[src/rtl/uart_rx_loader.sv]
// uart_rx_loader: 8N1 UART receiver (16x oversampling) feeding a boot loader
// that packs little-endian bytes into 32-bit words and writes them to
// instruction memory at consecutive word addresses until END_MARKER arrives.
module uart_rx_loader #(
  parameter int          CLK_FREQ   = 50000000,
  parameter int          BAUD       = 19200,
  parameter int          OVERSAMPLE = 16,
  parameter int          ADDR_W     = 32,
  parameter logic [31:0] END_MARKER = 32'hFFFF_FFFF
) (
  input  logic              clk,
  input  logic              reset,
  input  logic              rx,
  input  logic              load_en,
  output logic              byte_valid,
  output logic [7:0]        byte_data,
  output logic              frame_err,
  output logic              mem_we,
  output logic [ADDR_W-1:0] mem_addr,
  output logic [31:0]       mem_data,
  output logic              done
);

  localparam int DIV   = CLK_FREQ / (BAUD * OVERSAMPLE);
  localparam int DIV_W = (DIV > 1) ? $clog2(DIV) : 1;

  localparam logic [1:0] S_IDLE  = 2'd0;
  localparam logic [1:0] S_START = 2'd1;
  localparam logic [1:0] S_DATA  = 2'd2;
  localparam logic [1:0] S_STOP  = 2'd3;

  logic             r_rx_meta;
  logic             r_rx_sync;
  logic [DIV_W-1:0] r_div_cnt;
  logic             w_tick;
  logic [1:0]       r_state;
  logic [3:0]       r_tick_cnt;
  logic [2:0]       r_bit_idx;
  logic [7:0]       r_shift;
  logic [1:0]       r_byte_cnt;
  logic [23:0]      r_word;
  logic [ADDR_W-1:0] r_addr;
  logic [31:0]      w_word_full;

  // Two-flop synchroniser for the asynchronous rx pin; idles high.
  always_ff @(posedge clk or posedge reset) begin
    if (reset) begin
      r_rx_meta <= 1'b1;
      r_rx_sync <= 1'b1;
    end else begin
      // NOTE: non-blocking assignments make both flops sample the old values
      // on the same edge; blocking here would collapse the chain to one flop.
      r_rx_meta <= rx;
      r_rx_sync <= r_rx_meta;
    end
  end

  // Free-running divider producing a one-cycle oversampling tick every DIV clocks.
  always_ff @(posedge clk or posedge reset) begin
    if (reset) begin
      r_div_cnt <= '0;
    end else if (r_div_cnt == DIV_W'(DIV - 1)) begin
      r_div_cnt <= '0;
    end else begin
      r_div_cnt <= r_div_cnt + 1'b1;
    end
  end

  assign w_tick = (r_div_cnt == DIV_W'(DIV - 1));

  // Receiver FSM: start-bit qualification at mid-bit, 8 data bits LSB first,
  // stop-bit check producing either byte_valid or frame_err for one cycle.
  always_ff @(posedge clk or posedge reset) begin
    if (reset) begin
      r_state    <= S_IDLE;
      r_tick_cnt <= '0;
      r_bit_idx  <= '0;
      r_shift    <= '0;
      byte_valid <= 1'b0;
      byte_data  <= '0;
      frame_err  <= 1'b0;
    end else begin
      byte_valid <= 1'b0;
      frame_err  <= 1'b0;
      case (r_state)
        S_IDLE: begin
          if (!r_rx_sync) begin
            r_tick_cnt <= '0;
            r_state    <= S_START;
          end
        end
        S_START: begin
          if (w_tick) begin
            if (r_tick_cnt == 4'd7) begin
              r_tick_cnt <= '0;
              r_bit_idx  <= '0;
              // A high level at mid start bit was only a glitch.
              r_state    <= r_rx_sync ? S_IDLE : S_DATA;
            end else begin
              r_tick_cnt <= r_tick_cnt + 4'd1;
            end
          end
        end
        S_DATA: begin
          if (w_tick) begin
            if (r_tick_cnt == 4'd15) begin
              r_tick_cnt <= '0;
              r_shift    <= {r_rx_sync, r_shift[7:1]};
              if (r_bit_idx == 3'd7) begin
                r_state <= S_STOP;
              end else begin
                r_bit_idx <= r_bit_idx + 3'd1;
              end
            end else begin
              r_tick_cnt <= r_tick_cnt + 4'd1;
            end
          end
        end
        S_STOP: begin
          if (w_tick) begin
            if (r_tick_cnt == 4'd15) begin
              r_tick_cnt <= '0;
              if (r_rx_sync) begin
                byte_data  <= r_shift;
                byte_valid <= 1'b1;
              end else begin
                frame_err <= 1'b1;
              end
              r_state <= S_IDLE;
            end else begin
              r_tick_cnt <= r_tick_cnt + 4'd1;
            end
          end
        end
        default: r_state <= S_IDLE;
      endcase
    end
  end

  // The fourth byte is combined with the three stored ones so the full word
  // can be compared and written without an extra pipeline stage.
  assign w_word_full = {byte_data, r_word};

  // Word assembler and instruction-memory write port.
  always_ff @(posedge clk or posedge reset) begin
    if (reset) begin
      r_byte_cnt <= '0;
      r_word     <= '0;
      r_addr     <= '0;
      mem_we     <= 1'b0;
      mem_addr   <= '0;
      mem_data   <= '0;
      done       <= 1'b0;
    end else begin
      mem_we <= 1'b0;
      if (!load_en) begin
        r_byte_cnt <= '0;
        r_word     <= '0;
        r_addr     <= '0;
        done       <= 1'b0;
      end else if (byte_valid && !done) begin
        r_byte_cnt <= r_byte_cnt + 2'd1;
        case (r_byte_cnt)
          2'd0: r_word[7:0]   <= byte_data;
          2'd1: r_word[15:8]  <= byte_data;
          2'd2: r_word[23:16] <= byte_data;
          default: begin
            if (w_word_full == END_MARKER) begin
              done <= 1'b1;
            end else begin
              mem_we   <= 1'b1;
              mem_data <= w_word_full;
              mem_addr <= r_addr;
              r_addr   <= r_addr + ADDR_W'(4);
            end
          end
        endcase
      end
    end
  end

endmodule

[config.mk]
export PLATFORM = sky130hd
export DESIGN_NAME = uart_rx_loader
export DESIGN_NICKNAME = d
export VERILOG_FILES = /design/src/rtl/uart_rx_loader.sv
export SDC_FILE = /design/constraint.sdc
export NUM_CORES = 1
export LEC_CHECK = 0
export ABC_AREA = 1
export CAP_MARGIN = 20
export CORE_MARGIN = 5
export CORE_UTILIZATION = 56
export CTS_CLUSTER_DIAMETER = 30
export DETAILED_ROUTE_END_ITERATION = 6
export GPL_TIMING_DRIVEN = 0
export HOLD_SLACK_MARGIN = 0.03
export PLACE_DENSITY = 0.77
export RECOVER_POWER = 50
export SLEW_MARGIN = 20
export SYNTH_ARGS = -nofsm -noshare
export SYNTH_HDL_FRONTEND = slang
export SYNTH_SLANG_ARGS = --single-unit
[constraint.sdc]
create_clock -name clk -period 10.6 [get_ports clk]
set_input_delay 3.18 -clock clk [delete_from_list [all_inputs] [get_ports clk]]
set_output_delay 3.18 -clock clk [all_outputs]
set_load 0.01 [all_outputs]
==> report_table.html <==
<table>
<tr><th>Metric</th><th>Value</th></tr>
<tr><th colspan="2">Outcome</th></tr>
<tr><td>Outcome</td><td>finished with violations</td></tr>
<tr><td>Violations in the final reports</td><td>max-capacitance violations, max-slew violations</td></tr>
<tr><th colspan="2">Final layout</th></tr>
<tr><td>Register area</td><td>3931 um^2</td></tr>
<tr><td>Area used by multi-input combinational logic</td><td>2775 um^2</td></tr>
<tr><td>Total number of nets in the final design</td><td>995</td></tr>
<tr><td>Area growth, synth to finish</td><td>19.61%</td></tr>
<tr><td>Diode insertion count for antenna repair</td><td>0</td></tr>
<tr><td>Post-route cell area</td><td>8785 um^2</td></tr>
<tr><td>Share of layout cells above drive strength 1</td><td>5.332%</td></tr>
<tr><td>Count of fill cells added during filler insertion</td><td>1090</td></tr>
<tr><th colspan="2">GRT</th></tr>
<tr><td>Initial antenna violation count</td><td>0</td></tr>
<tr><td>Global-route wire length before repair</td><td>28940 um</td></tr>
<tr><td>Maximum number of pins on one net before global-route repair</td><td>111</td></tr>
<tr><td>Vias in the first global route</td><td>5808</td></tr>
<tr><td>Total gr overflow</td><td>0</td></tr>
<tr><td>Overall Global Routing Usage</td><td>22.98%</td></tr>
<tr><th colspan="2">Place</th></tr>
<tr><td>Gpl congestion</td><td>0.9152</td></tr>
<tr><td>Port Buffer Count</td><td>76</td></tr>
<tr><td>Placed Instance Area</td><td>8359 um^2</td></tr>
<tr><td>Detailed placement HPWL</td><td>12030 um</td></tr>
<tr><th colspan="2">Synth</th></tr>
<tr><td>Sequential area share after synthesis</td><td>53.53%</td></tr>
<tr><td>Count leader, synth</td><td>nand2_1</td></tr>
<tr><td>Ys flop type</td><td>dfrtp_1</td></tr>
<tr><td>Most area-hungry cell type in the Yosys netlist</td><td>dfrtp_1</td></tr>
<tr><td>Number of distinct standard cells referenced by the synthesized netlist</td><td>33</td></tr>
<tr><td>Top post-synthesis cells by area</td><td>dfrtp_1 (53%), nand2_1 (15%), o21ai_0 (7.2%)</td></tr>
<tr><td>Async set-reset flop share out of synthesis</td><td>100.0%</td></tr>
<tr><td>Synthesized area</td><td>7345 um^2</td></tr>
<tr><td>Most numerous cell types in the synthesized netlist</td><td>nand2_1 (299), dfrtp_1 (155), o21ai_0 (105)</td></tr>
<tr><td>Number of register bits inferred by synthesis</td><td>157</td></tr>
<tr><td>Synthesized area per cell</td><td>8.308 um^2</td></tr>
<tr><td>Area share of the largest cell type after synthesis</td><td>52.81%</td></tr>
<tr><td>Warnings, synthesis</td><td>0</td></tr>
<tr><td>Number of enable-type register cells in the synthesized netlist</td><td>0</td></tr>
<tr><td>Cells after Synth</td><td>884</td></tr>
<tr><th colspan="2">Setup path</th></tr>
<tr><td>Worst endpoint data arrival time</td><td>5.54 ns</td></tr>
<tr><td>Launching element type of the critical path</td><td>input pin</td></tr>
<tr><td>Critical Path Fanout Max</td><td>110</td></tr>
<tr><td>Critical path required time</td><td>11.12 ns</td></tr>
<tr><td>Category of the most critical setup path</td><td>input pin to asynchronous set/reset pin</td></tr>
<tr><td>Slack of the worst reg-to-reg path</td><td>8.16 ns</td></tr>
<tr><td>Nature of the critical path endpoint</td><td>asynchronous set/reset pin</td></tr>
<tr><th colspan="2">CTS</th></tr>
<tr><td>Cts repair resizes</td><td>0</td></tr>
<tr><td>Clock sink count</td><td>157</td></tr>
<tr><td>TritonCTS clock tree</td><td>done</td></tr>
<tr><td>Reg clk slew, reported paths</td><td>0.06 ns</td></tr>
<tr><td>Clock root buffer master</td><td>clkbuf_16</td></tr>
<tr><td>Total clock buffers created by CTS</td><td>17</td></tr>
<tr><td>Htree depth</td><td>4</td></tr>
<tr><td>CTS hold repair buffers</td><td>0</td></tr>
<tr><td>Post-CTS setup buffers</td><td>0</td></tr>
<tr><td>Clk_lat worst skew</td><td>0.42 ns</td></tr>
<tr><td>CTS max path bufs</td><td>2</td></tr>
<tr><th colspan="2">Route</th></tr>
<tr><td>DR pass1 iterations</td><td>7</td></tr>
<tr><td>Wire per inst</td><td>14.72 um</td></tr>
<tr><td>Number of DRC violations after detailed routing</td><td>0</td></tr>
<tr><td>Vias per std cell</td><td>5.140</td></tr>
<tr><td>Residual antenna-violating net count after detailed routing</td><td>0</td></tr>
<tr><td>Number of DRC violations after detailed-routing iteration 0</td><td>497</td></tr>
<tr><td>Count of vias placed by the detailed router</td><td>5993</td></tr>
<tr><td>Detailed Route WL</td><td>17160 um</td></tr>
<tr><th colspan="2">Floorplanning</th></tr>
<tr><td>Site Rows</td><td>41</td></tr>
<tr><td>X dimension of the die</td><td>124.5 um</td></tr>
<tr><td>Number of top-level pins</td><td>80</td></tr>
<tr><td>Area enclosed by the die boundary</td><td>15510 um^2</td></tr>
<tr><td>Vert. Die Dim</td><td>124.5 um</td></tr>
<tr><td>Standard cell core area</td><td>12720 um^2</td></tr>
<tr><td>Effective utilization at floorplan</td><td>57.73%</td></tr>
<tr><th colspan="2">Timing</th></tr>
<tr><td>Hold Fails Final Rpt</td><td>0</td></tr>
<tr><td>Slew @ Worst Pin</td><td>2.112 ns</td></tr>
<tr><td>Fin crit period</td><td>5.015 ns</td></tr>
<tr><td>Fmax</td><td>199.4 MHz</td></tr>
<tr><td>Worst relative slew slack</td><td>-41.60%</td></tr>
<tr><td>Unrepaired setup endpoints after global routing</td><td>no</td></tr>
<tr><td>Total count of max-transition violations in the final report</td><td>48</td></tr>
<tr><td>Count of final setup violators</td><td>0</td></tr>
<tr><td>Total Neg Setup Slack</td><td>0 ns</td></tr>
<tr><td>Portion of the clock cycle consumed by the worst path in the final layout</td><td>47.31%</td></tr>
<tr><td>Worst-case clock skew</td><td>0.01094 ns</td></tr>
<tr><th colspan="2">Min path</th></tr>
<tr><td>Classification of the worst-slack hold path</td><td>flop to flop</td></tr>
<tr><th colspan="2">Power and ir drop</th></tr>
<tr><td>Lkg Pwr</td><td>3.925 nW</td></tr>
<tr><td>Total power per unit cell area</td><td>139.7 nW/um^2</td></tr>
<tr><td>Largest voltage drop on the vdd net</td><td>82.98 uV</td></tr>
<tr><th colspan="2">Flow run</th></tr>
<tr><td>Number of max-cap violations</td><td>1</td></tr>
</table>
-- metal layers --
metal  up-vias  routed length, um  global-route usage (%)
met2       153               7718                   35.05
met5         -                  0                       0
met4         0                344                   8.640
met1      2834               8115                   31.68
met3        25                983                   6.089
li1       2981                  -                       -
-- report_power, final --
part	switching (W)	internal, W	leakage (nW)	total, W
Clock	0.000237	0.000369	0.287	0.000606
Sequential	0.000000366	0.000600	2.17	0.000601
Combinational	0.0000173	0.00000309	1.47	0.0000204
-- layout by cell type, fill, tap and decap left out, types with 8 or more instances in the layout --
cell             count
nand3_1             64
nand2_1            300
clkdlybuf4s50_1     74
inv_1               91
clkbuf_1            28
nand4_1              8
o21ai_0            115
dfrtp_1            155
nor2_1              60
xor2_1              15
ha_1                10
clkbuf_16           17
-- sequential cells by signal, indices dropped and copies added (netlist names) --
name and cells:
r_shift 8, byte_data 8, r_bit_idx 3, mem_data 32, r_addr 30, mem_addr 30
r_state 2, r_div_cnt 8, r_tick_cnt 4, r_rx_meta 1, r_rx_sync 1, r_byte_cnt 2
byte_valid 1, r_word 24, mem_we 1, frame_err 1, done 1
-- per-stage QoR --
step	total power [W]	util [%]	cells	setup slack [ns]	hold slack (ns)
3_3_place_gp	0.0006316	65.43	1133	1.241	0.3452
3_5_place_dp	0.0006332	65.71	1134	6.155	0.3482
4_1_cts	0.001235	70.31	1166	5.854	0.3605
2_1_floorplan	0.0006257	-	885	3.188	0.3452
5_1_grt	0.001262	69.05	1166	5.234	0.3645
6_report	0.001227	69.05	1166	5.585	0.3561
-- critical path, stage by stage --
cell           delay (ns)
dlygate4sd3_1        0.54
clkinvlp_2           1.21
buf_16               0.49
-- logic make-up (layout without fill, tap and decap cells) --
logic type / Yosys count / in the layout / synth area share, %
simple gates: 452 / 452 / 26.06
flops: 157 / 157 / 53.53
buf+inv: 125 / 234 / 7.853
compound gates: 123 / 123 / 8.893
xor+xnor: 16 / 16 / 1.908
fa+ha+maj: 10 / 10 / 1.704
other cells: 1 / 2 / 0.05106
-- path summary, 6_finish.rpt --
path | start | end | cells past startpoint
setup / recovery | reset | mem_addr[23] | 3
hold / removal | r_rx_meta | r_rx_sync | 0
setup reg to reg | byte_data[0] | mem_addr[10] | 10
hold reg to reg | r_rx_meta | r_rx_sync | 0
max in group clk | byte_data[0] | byte_data[0] | 1
min in group asynchronous | reset | mem_addr[3] | 2
-- final cells by class --
type / instances / share of cell area [%]
inverter: 94 / 4.031
buffer: 31 / 1.538
clock inverter: 12 / 1.695
tap: 172 / 2.450
clock buffer: 20 / 4.971
sequential: 157 / 44.75
timing repair buffer: 77 / 8.973
multi-input combinational: 603 / 31.59
No activity file was read; power rests on OpenSTA's default activity.
